File: src/rtl/matrix_operand_bank_if.sv
// ============================================================================
// Module      : matrix_operand_bank_if
// Description : Multiplier and host signal bundle for matrix_operand_bank.
//               oob_err exists only when MATRIX_BANK_OOB_CHECK_EN is defined.
// Revision    : 1.0  initial release
// ============================================================================
`default_nettype none

interface matrix_operand_bank_if #(
  parameter int ADDR_WIDTH = 32,
  parameter int DATA_WIDTH = 32
);
  logic [ADDR_WIDTH-1:0] x_addr;
  logic [ADDR_WIDTH-1:0] y_addr;
  logic [DATA_WIDTH-1:0] x_data;
  logic [DATA_WIDTH-1:0] y_data;
  logic [ADDR_WIDTH-1:0] z_addr;
  logic [DATA_WIDTH-1:0] z_data;
  logic                  z_wen;
  logic                  mm_busy;
  logic                  mm_start;
  logic [1:0]            host_sel;
  logic [ADDR_WIDTH-1:0] host_addr;
  logic [DATA_WIDTH-1:0] host_wdata;
  logic                  host_wen;
  logic                  host_ren;
  logic [DATA_WIDTH-1:0] host_rdata;
  logic                  host_rvalid;
  logic                  host_go;
  logic                  done;
  logic                  host_err;
`ifdef MATRIX_BANK_OOB_CHECK_EN
  logic                  oob_err;
`endif

  modport slave (
    input  x_addr, y_addr, z_addr, z_data, z_wen, mm_busy,
    input  host_sel, host_addr, host_wdata, host_wen, host_ren, host_go,
    output x_data, y_data, mm_start, host_rdata, host_rvalid, done, host_err
`ifdef MATRIX_BANK_OOB_CHECK_EN
    , output oob_err
`endif
  );

  modport master (
    output x_addr, y_addr, z_addr, z_data, z_wen, mm_busy,
    output host_sel, host_addr, host_wdata, host_wen, host_ren, host_go,
    input  x_data, y_data, mm_start, host_rdata, host_rvalid, done, host_err
`ifdef MATRIX_BANK_OOB_CHECK_EN
    , input  oob_err
`endif
  );
endinterface

`default_nettype wire

File: src/rtl/matrix_operand_bank.sv
// ============================================================================
// Module      : matrix_operand_bank
// Description : X/Y operand and Z result store for matrix_multiplier with a
//               host load/launch/readback port. Optional: MATRIX_BANK_OOB_CHECK_EN.
// Revision    : 1.0  initial release
// ============================================================================
`default_nettype none

module matrix_operand_bank #(
  parameter int ADDR_WIDTH    = 32,
  parameter int DATA_WIDTH    = 32,
  parameter int X_ROWS        = 5,
  parameter int Y_COLS        = 5,
  parameter int X_COLS_Y_ROWS = 5
) (
  input  wire logic            clk,
  input  wire logic            rst_n,
  matrix_operand_bank_if.slave bus
);
  localparam int c_X_SIZE = X_ROWS * X_COLS_Y_ROWS;
  localparam int c_Y_SIZE = X_COLS_Y_ROWS * Y_COLS;
  localparam int c_Z_SIZE = X_ROWS * Y_COLS;
  localparam int c_XW     = (c_X_SIZE > 1) ? $clog2(c_X_SIZE) : 1;
  localparam int c_YW     = (c_Y_SIZE > 1) ? $clog2(c_Y_SIZE) : 1;
  localparam int c_ZW     = (c_Z_SIZE > 1) ? $clog2(c_Z_SIZE) : 1;
  localparam int c_ZCW    = $clog2(c_Z_SIZE + 1);
  localparam logic [ADDR_WIDTH-1:0] c_X_LIM  = ADDR_WIDTH'(c_X_SIZE);
  localparam logic [ADDR_WIDTH-1:0] c_Y_LIM  = ADDR_WIDTH'(c_Y_SIZE);
  localparam logic [ADDR_WIDTH-1:0] c_Z_LIM  = ADDR_WIDTH'(c_Z_SIZE);
  localparam logic [c_ZCW-1:0]      c_Z_LAST = c_ZCW'(c_Z_SIZE - 1);

  typedef enum logic [1:0] {
    S_IDLE    = 2'd0,
    S_START   = 2'd1,
    S_COMPUTE = 2'd2,
    S_DONE    = 2'd3
  } state_t;

  state_t                r_state;
  state_t                w_state_next;
  logic                  w_mm_start;

  logic [DATA_WIDTH-1:0] r_x [c_X_SIZE];
  logic [DATA_WIDTH-1:0] r_y [c_Y_SIZE];
  logic [DATA_WIDTH-1:0] r_z [c_Z_SIZE];

  logic [DATA_WIDTH-1:0] r_x_data;
  logic [DATA_WIDTH-1:0] r_y_data;
  logic [DATA_WIDTH-1:0] r_host_rdata;
  logic                  r_host_rvalid;
  logic                  r_done;
  logic                  r_host_err;
  logic [c_ZCW-1:0]      r_zcount;

  logic w_x_in_rng, w_y_in_rng, w_z_in_rng;
  logic w_hx_rng, w_hy_rng, w_hz_rng;
  logic w_z_wr, w_z_cnt, w_last_write;
  logic w_host_wr_state_ok, w_host_wr_ok, w_hx_we, w_hy_we, w_host_rej;
  logic [DATA_WIDTH-1:0] w_host_rd;
  logic w_unused;

  assign w_unused   = bus.mm_busy;

  assign w_x_in_rng = bus.x_addr < c_X_LIM;
  assign w_y_in_rng = bus.y_addr < c_Y_LIM;
  assign w_z_in_rng = bus.z_addr < c_Z_LIM;
  assign w_hx_rng   = bus.host_addr < c_X_LIM;
  assign w_hy_rng   = bus.host_addr < c_Y_LIM;
  assign w_hz_rng   = bus.host_addr < c_Z_LIM;

  // Z writes land in any state; only those made during COMPUTE are counted.
  assign w_z_wr       = bus.z_wen && w_z_in_rng;
  assign w_z_cnt      = w_z_wr && (r_state == S_COMPUTE);
  assign w_last_write = w_z_cnt && (r_zcount == c_Z_LAST);

  assign w_host_wr_state_ok = (r_state == S_IDLE) || (r_state == S_DONE);
  assign w_host_wr_ok = bus.host_wen && w_host_wr_state_ok && !bus.host_sel[1];
  assign w_hx_we      = w_host_wr_ok && !bus.host_sel[0] && w_hx_rng;
  assign w_hy_we      = w_host_wr_ok &&  bus.host_sel[0] && w_hy_rng;
  assign w_host_rej   = (bus.host_go && !w_host_wr_state_ok) ||
                        (bus.host_wen && (!w_host_wr_state_ok || bus.host_sel[1]));

  always_comb begin
    w_state_next = r_state;
    w_mm_start   = 1'b0;
    case (r_state)
      S_IDLE:    if (bus.host_go) w_state_next = S_START;
      S_START: begin
        w_mm_start   = 1'b1;
        w_state_next = S_COMPUTE;
      end
      S_COMPUTE: if (w_last_write) w_state_next = S_DONE;
      S_DONE:    if (bus.host_go) w_state_next = S_START;
      default:   w_state_next = S_IDLE;
    endcase
  end

  always_comb begin
    w_host_rd = '0;
    case (bus.host_sel)
      2'd0:    if (w_hx_rng) w_host_rd = r_x[bus.host_addr[c_XW-1:0]];
      2'd1:    if (w_hy_rng) w_host_rd = r_y[bus.host_addr[c_YW-1:0]];
      2'd2:    if (w_hz_rng) w_host_rd = r_z[bus.host_addr[c_ZW-1:0]];
      default: w_host_rd = '0;
    endcase
  end

  // Storage arrays carry no reset so they can map onto RAM.
  always_ff @(posedge clk) begin
    if (w_hx_we) r_x[bus.host_addr[c_XW-1:0]] <= bus.host_wdata;
    if (w_hy_we) r_y[bus.host_addr[c_YW-1:0]] <= bus.host_wdata;
    if (w_z_wr)  r_z[bus.z_addr[c_ZW-1:0]]    <= bus.z_data;
  end

  always_ff @(posedge clk or negedge rst_n) begin
    if (!rst_n) begin
      r_state       <= S_IDLE;
      r_x_data      <= '0;
      r_y_data      <= '0;
      r_host_rdata  <= '0;
      r_host_rvalid <= 1'b0;
      r_done        <= 1'b0;
      r_host_err    <= 1'b0;
      r_zcount      <= '0;
    end else begin
      r_state       <= w_state_next;
      r_done        <= w_last_write;
      r_host_rvalid <= bus.host_ren;
      r_x_data      <= w_x_in_rng ? r_x[bus.x_addr[c_XW-1:0]] : '0;
      r_y_data      <= w_y_in_rng ? r_y[bus.y_addr[c_YW-1:0]] : '0;
      if (bus.host_ren) r_host_rdata <= w_host_rd;
      // A rejection seen during START still survives the START-time clear.
      r_host_err    <= w_host_rej | (r_host_err & (r_state != S_START));
      if (r_state == S_START)
        r_zcount <= '0;
      else if (w_z_cnt)
        r_zcount <= r_zcount + 1'b1;
    end
  end

`ifdef MATRIX_BANK_OOB_CHECK_EN
  logic r_oob_err;
  logic w_oob;

  assign w_oob = !w_x_in_rng || !w_y_in_rng || (bus.z_wen && !w_z_in_rng);

  always_ff @(posedge clk or negedge rst_n) begin
    if (!rst_n) r_oob_err <= 1'b0;
    else        r_oob_err <= w_oob | (r_oob_err & (r_state != S_START));
  end

  assign bus.oob_err = r_oob_err;
`endif

  assign bus.x_data      = r_x_data;
  assign bus.y_data      = r_y_data;
  assign bus.mm_start    = w_mm_start;
  assign bus.host_rdata  = r_host_rdata;
  assign bus.host_rvalid = r_host_rvalid;
  assign bus.done        = r_done;
  assign bus.host_err    = r_host_err;
endmodule

`default_nettype wire

File: src/flat_wrapper.sv
// flat-port wrapper written by rule: the top's interface ports become plain ports
module matrix_operand_bank_flat 
#(
  parameter int ADDR_WIDTH    = 32,
  parameter int DATA_WIDTH    = 32,
  parameter int X_ROWS        = 5,
  parameter int Y_COLS        = 5,
  parameter int X_COLS_Y_ROWS = 5
)
  (clk, rst_n, bus_x_addr, bus_y_addr, bus_z_addr, bus_z_data, bus_z_wen, bus_mm_busy, bus_host_sel, bus_host_addr, bus_host_wdata, bus_host_wen, bus_host_ren, bus_host_go, bus_x_data, bus_y_data, bus_mm_start, bus_host_rdata, bus_host_rvalid, bus_done, bus_host_err);
  matrix_operand_bank_if #(.ADDR_WIDTH(ADDR_WIDTH), .DATA_WIDTH(DATA_WIDTH)) bus_i ();
  input  wire logic clk;
  input  wire logic rst_n;
  input wire logic [$bits(bus_i.x_addr)-1:0] bus_x_addr;
  input wire logic [$bits(bus_i.y_addr)-1:0] bus_y_addr;
  input wire logic [$bits(bus_i.z_addr)-1:0] bus_z_addr;
  input wire logic [$bits(bus_i.z_data)-1:0] bus_z_data;
  input wire logic [$bits(bus_i.z_wen)-1:0] bus_z_wen;
  input wire logic [$bits(bus_i.mm_busy)-1:0] bus_mm_busy;
  input wire logic [$bits(bus_i.host_sel)-1:0] bus_host_sel;
  input wire logic [$bits(bus_i.host_addr)-1:0] bus_host_addr;
  input wire logic [$bits(bus_i.host_wdata)-1:0] bus_host_wdata;
  input wire logic [$bits(bus_i.host_wen)-1:0] bus_host_wen;
  input wire logic [$bits(bus_i.host_ren)-1:0] bus_host_ren;
  input wire logic [$bits(bus_i.host_go)-1:0] bus_host_go;
  output wire logic [$bits(bus_i.x_data)-1:0] bus_x_data;
  output wire logic [$bits(bus_i.y_data)-1:0] bus_y_data;
  output wire logic [$bits(bus_i.mm_start)-1:0] bus_mm_start;
  output wire logic [$bits(bus_i.host_rdata)-1:0] bus_host_rdata;
  output wire logic [$bits(bus_i.host_rvalid)-1:0] bus_host_rvalid;
  output wire logic [$bits(bus_i.done)-1:0] bus_done;
  output wire logic [$bits(bus_i.host_err)-1:0] bus_host_err;
  assign bus_i.x_addr = bus_x_addr;
  assign bus_i.y_addr = bus_y_addr;
  assign bus_i.z_addr = bus_z_addr;
  assign bus_i.z_data = bus_z_data;
  assign bus_i.z_wen = bus_z_wen;
  assign bus_i.mm_busy = bus_mm_busy;
  assign bus_i.host_sel = bus_host_sel;
  assign bus_i.host_addr = bus_host_addr;
  assign bus_i.host_wdata = bus_host_wdata;
  assign bus_i.host_wen = bus_host_wen;
  assign bus_i.host_ren = bus_host_ren;
  assign bus_i.host_go = bus_host_go;
  assign bus_x_data = bus_i.x_data;
  assign bus_y_data = bus_i.y_data;
  assign bus_mm_start = bus_i.mm_start;
  assign bus_host_rdata = bus_i.host_rdata;
  assign bus_host_rvalid = bus_i.host_rvalid;
  assign bus_done = bus_i.done;
  assign bus_host_err = bus_i.host_err;
  matrix_operand_bank #(.ADDR_WIDTH(ADDR_WIDTH), .DATA_WIDTH(DATA_WIDTH), .X_ROWS(X_ROWS), .Y_COLS(Y_COLS), .X_COLS_Y_ROWS(X_COLS_Y_ROWS)) u_core (.clk(clk), .rst_n(rst_n), .bus(bus_i));
endmodule
File: config.mk
export PLATFORM = sky130hd
export DESIGN_NAME = matrix_operand_bank_flat
export DESIGN_NICKNAME = d
export VERILOG_FILES = /design/src/rtl/matrix_operand_bank_if.sv /design/src/rtl/matrix_operand_bank.sv /design/src/flat_wrapper.sv
export SDC_FILE = /design/constraint.sdc
export NUM_CORES = 2
export LEC_CHECK = 0
export CAP_MARGIN = 15
export CELL_PAD_IN_SITES_DETAIL_PLACEMENT = 1
export CELL_PAD_IN_SITES_GLOBAL_PLACEMENT = 2
export CORE_AREA = 2 2 604 606
export DETAILED_ROUTE_END_ITERATION = 16
export DIE_AREA = 0 0 606 608
export PLACE_DENSITY_LB_ADDON = 0.1
export SETUP_SLACK_MARGIN = 0.02
export SLEW_MARGIN = 20
export SYNTH_ARGS = -nofsm -noshare
export SYNTH_HDL_FRONTEND = slang
export SYNTH_SLANG_ARGS = --single-unit
File: constraint.sdc
create_clock -name clk -period 10.2 [get_ports clk]
set_input_delay 2.04 -clock clk [delete_from_list [all_inputs] [get_ports clk]]
set_output_delay 2.04 -clock clk [all_outputs]
set_load 0.03 [all_outputs]
==> flow_summary.rst <==
.. list-table::
   :header-rows: 1

   * - Metric
     - Value
   * - Crit-path leading delay family
     - buffers and inverters
   * - Tightest Pin Transition
     - 1300 ps
   * - Setup bufs post-CTS
     - 0
   * - Timing-limited maximum frequency
     - roughly 170 MHz
   * - Overall fraction of global-route tracks in use
     - 0.223
   * - Largest voltage drop on the vdd net
     - 132 uV
   * - Final Instance Area
     - about 0.13 mm^2
   * - Share of the core filled with cells in the final layout
     - 0.353
   * - Top flip-flop cell by instance count after synthesis
     - edfxtp_1
   * - Worst rel slew slack
     - 0.131
   * - Number of enable flip-flop cells after synthesis
     - around 2.4k
   * - Netlist Area Pre-Place
     - 0.108 mm^2
   * - Class of the tightest hold or removal check
     - flop to flop
   * - Vias per std cell
     - about 5.5
   * - Number of buffer cells added on primary ports
     - ~300
   * - Run status
     - finished clean
   * - Number of unique standard cell types used by synthesis
     - approximately 70
   * - Synth area leaders
     - edfxtp_1, mux4_2, mux2i_1, dfrtp_1, a211oi_1
   * - Num ports
     - roughly 300
   * - Post-synth net total
     - about 5.8k
   * - Drt first-iter violations
     - about 5.4k
   * - Clock-pin slew of the registers on the worst-case setup and hold paths
     - about 60 ps
   * - Global route total overflow
     - 0
   * - Endpoint type of the worst setup path
     - flop
   * - Clock net sink count
     - 2506
   * - Ys async rst share
     - 0.0423
   * - FF+latch count, synth
     - 2506
   * - Pin count of the biggest net entering global routing
     - between 100 and 150
   * - Maximum single-stage delay on the critical path
     - between 1000 and 1500 ps
   * - Post-DRT Antenna Nets
     - 0
   * - Layout Area Growth over Synthesis
     - 18.0%
   * - Power per cell area
     - around 190 mW/mm^2
   * - Startpoint type of the worst setup path
     - input pin
   * - Worst clock skew on the final layout
     - 47.1 ps
   * - Critical path, cell by cell
     - buf_8, buf_4, buf_12, buf_4, mux4_2, o22ai_1, a2111oi_2, buf_4, nor3_1, o2bb2ai_1
   * - TritonCTS clock tree
     - yes
   * - Via count of the first global-routing pass
     - roughly 66k
   * - Req. time, crit path
     - about 11000 ps
   * - CP max stage cell
     - a2111oi_2
   * - Detailed placer's ending HPWL
     - ~240000 um
   * - Leak pwr
     - 0.0407 uW
   * - Vias post-DR
     - around 60k
   * - Site Rows
     - around 220
   * - R2R setup slack
     - ~6000 ps
   * - Layout cell share with drive strength beyond 1
     - 0.260
   * - Max-Cap Viols
     - 0
   * - Final hold vios
     - 0
   * - Number of slew-limit violations in the final report
     - 0
   * - Setup violators final
     - 0
   * - Final routed DRC violation total
     - 0
   * - Clock tree buffer depth
     - 4
   * - Top cell type's share of synthesized area
     - 0.665
   * - Minimum clock period after layout
     - about 6000 ps
   * - Placer's final routability congestion estimate
     - between 0.7 and 0.8
   * - Initial antenna violation count
     - 43
   * - Initial Util
     - 0.300
   * - Post-synthesis sequential area ratio
     - 0.690
   * - Resized cells post-CTS
     - 0
   * - Root buffer cell
     - clkbuf_16
   * - Critical path peak fanout
     - 67
   * - Wire length of the first global-routing pass
     - around 570000 um
   * - Aggregate routed wire length
     - 415000 um
   * - WL/cell
     - 37.4 um
   * - Chip width
     - around 610 um
   * - Placed cell areas
     - around 0.12 mm^2
   * - Per-instance average area after synthesis
     - 19.3 um^2
   * - Syn Inst Count
     - between 5k and 6k
   * - Core Area
     - approximately 0.36 mm^2
   * - Hold-fix buffer count after cts
     - 0
   * - Final net count
     - 6260
   * - Count of fill cells added during filler insertion
     - between 30k and 40k
   * - Chip Height
     - just over 600 um
   * - Type of the worst setup path
     - input pin to flop
   * - Detailed-routing iteration count for the pre-antenna-repair pass
     - 5
   * - Arrival time at the worst endpoint
     - roughly 7000 ps
   * - Cell type with the highest occurrence count on the critical path
     - buf_4
   * - Number of buffers created by CTS
     - about 310
   * - Synth area leader
     - edfxtp_1
   * - Maximum level of the CTS H-tree
     - 5
   * - YS warnings
     - 0
   * - Tcrit/Tclk final
     - 0.592
   * - Die area
     - 0.368 mm^2
   * - RSZ-0062 raised after global routing
     - false
   * - Number of buffer and inverter stages on the critical path
     - 5
   * - Clk Latency, worst-skew pair
     - between 900 and 1000 ps
   * - Setup TNS Final
     - 0 ps
==> synth_stat cells (all sizes together), types with 44 or more instances <==
library cell     n
edfxtp        2400
mux4           777
mux2i          534
buf            247
nor2           233
nand2          158
clkbuf         157
o21ai          151
a211oi         128
dfrtp          106
o22ai           87
a21oi           72
nor2b           58
a22oi           53
nor4            50
a2111oi         44
a221o           44
==> kinds of logic after synthesis <==
| logic type | Yosys count | share of synthesized area |
|---|---|---|
| mux | 1331 | 0.213 |
| xor+xnor | 4 | 0.000323 |
| fa+ha+maj | 5 | 0.000577 |
| compound gates | 733 | 0.0479 |
| buf+inv | 416 | 0.0209 |
| simple gates | 629 | 0.0277 |
| flops | 2506 | 0.690 |
==> layer usage <==
metal / global-route usage / share of wire
met5: 0 / 0.00038
met4: 0.0536 / 0.024
met3: 0.0316 / 0.046
met2: 0.376 / 0.49
met1: 0.303 / 0.43
==> metrics by stage <==
step           std cells  hold slack [ps]  power (uW)  worst slack, ps
5_1_grt            11100              505       24500             3880
3_3_place_gp       10500              491       13000             2270
6_report           11100              495       23700             4160
4_1_cts            11100              502       24100             4190
2_1_floorplan       5624              501       12300             3440
3_5_place_dp       10500              487       13100             3150
==> registers in the layout, indices dropped and copies added, names as in the netlist, 2 cells and up <==
name and flops:
u_core.bus.host_rdata 32, u_core.bus.x_data 32, u_core.bus.y_data 32, u_core.r_state 2, u_core.r_x 800, u_core.r_y 800
u_core.r_z 800, u_core.r_zcount 5
==> cells in the final DEF, fill, tap and decap left out, drive strengths merged, types with 58 or more instances in the layout <==
| cell | synthesis | final |
|---|---|---|
| nor2b | 58 | 58 |
| nor2 | 233 | 233 |
| edfxtp | 2400 | 2400 |
| a211oi | 128 | 128 |
| o22ai | 87 | 87 |
| buf | 247 | 273 |
| clkdlybuf4s50 | 0 | 251 |
| o21ai | 151 | 151 |
| a21oi | 72 | 72 |
| clkbuf | 157 | 406 |
| mux4 | 777 | 777 |
| dfrtp | 106 | 106 |
| clkinv | 1 | 110 |
| nand2 | 158 | 158 |
| mux2i | 534 | 534 |
==> where the power goes <==
part / leakage (uW) / switching (uW) / internal (uW)
Sequential: 0.0230 / 4.99 / 11300
Clock: 0.00480 / 4490 / 6440
Combinational: 0.0129 / 973 / 555
==> final cells by class <==
type                    count  area, um^2  share of cell area
flip-flops and latches   2506       74700               0.585
multi-input cells        2702       32400               0.253
clock buffers             403        8290              0.0648
well taps                4794        6000              0.0469
repair buffers            527        4780              0.0374
clock inverters           153        1590              0.0125
inverters                  12        47.5            0.000372
diodes                     11        27.5            0.000215
==> final timing paths <==
| kind | depth (start not counted) | from | endpoint |
|---|---|---|---|
| min in group asynchronous | 1 | rst_n | u_core.bus.host_rvalid |
| setup reg to reg | 6 | u_core.r_state[0] | u_core.r_x[15][14] |
| max in group asynchronous | 2 | rst_n | u_core.bus.y_data[20] |
| hold / removal | 1 | u_core.bus.host_rdata[11] | u_core.bus.host_rdata[11] |
| setup / recovery | 10 | bus_host_addr[0] | u_core.bus.host_rdata[15] |
| hold reg to reg | 1 | u_core.bus.host_rdata[11] | u_core.bus.host_rdata[11] |
Note: power is estimated with default switching activity, not from simulation.
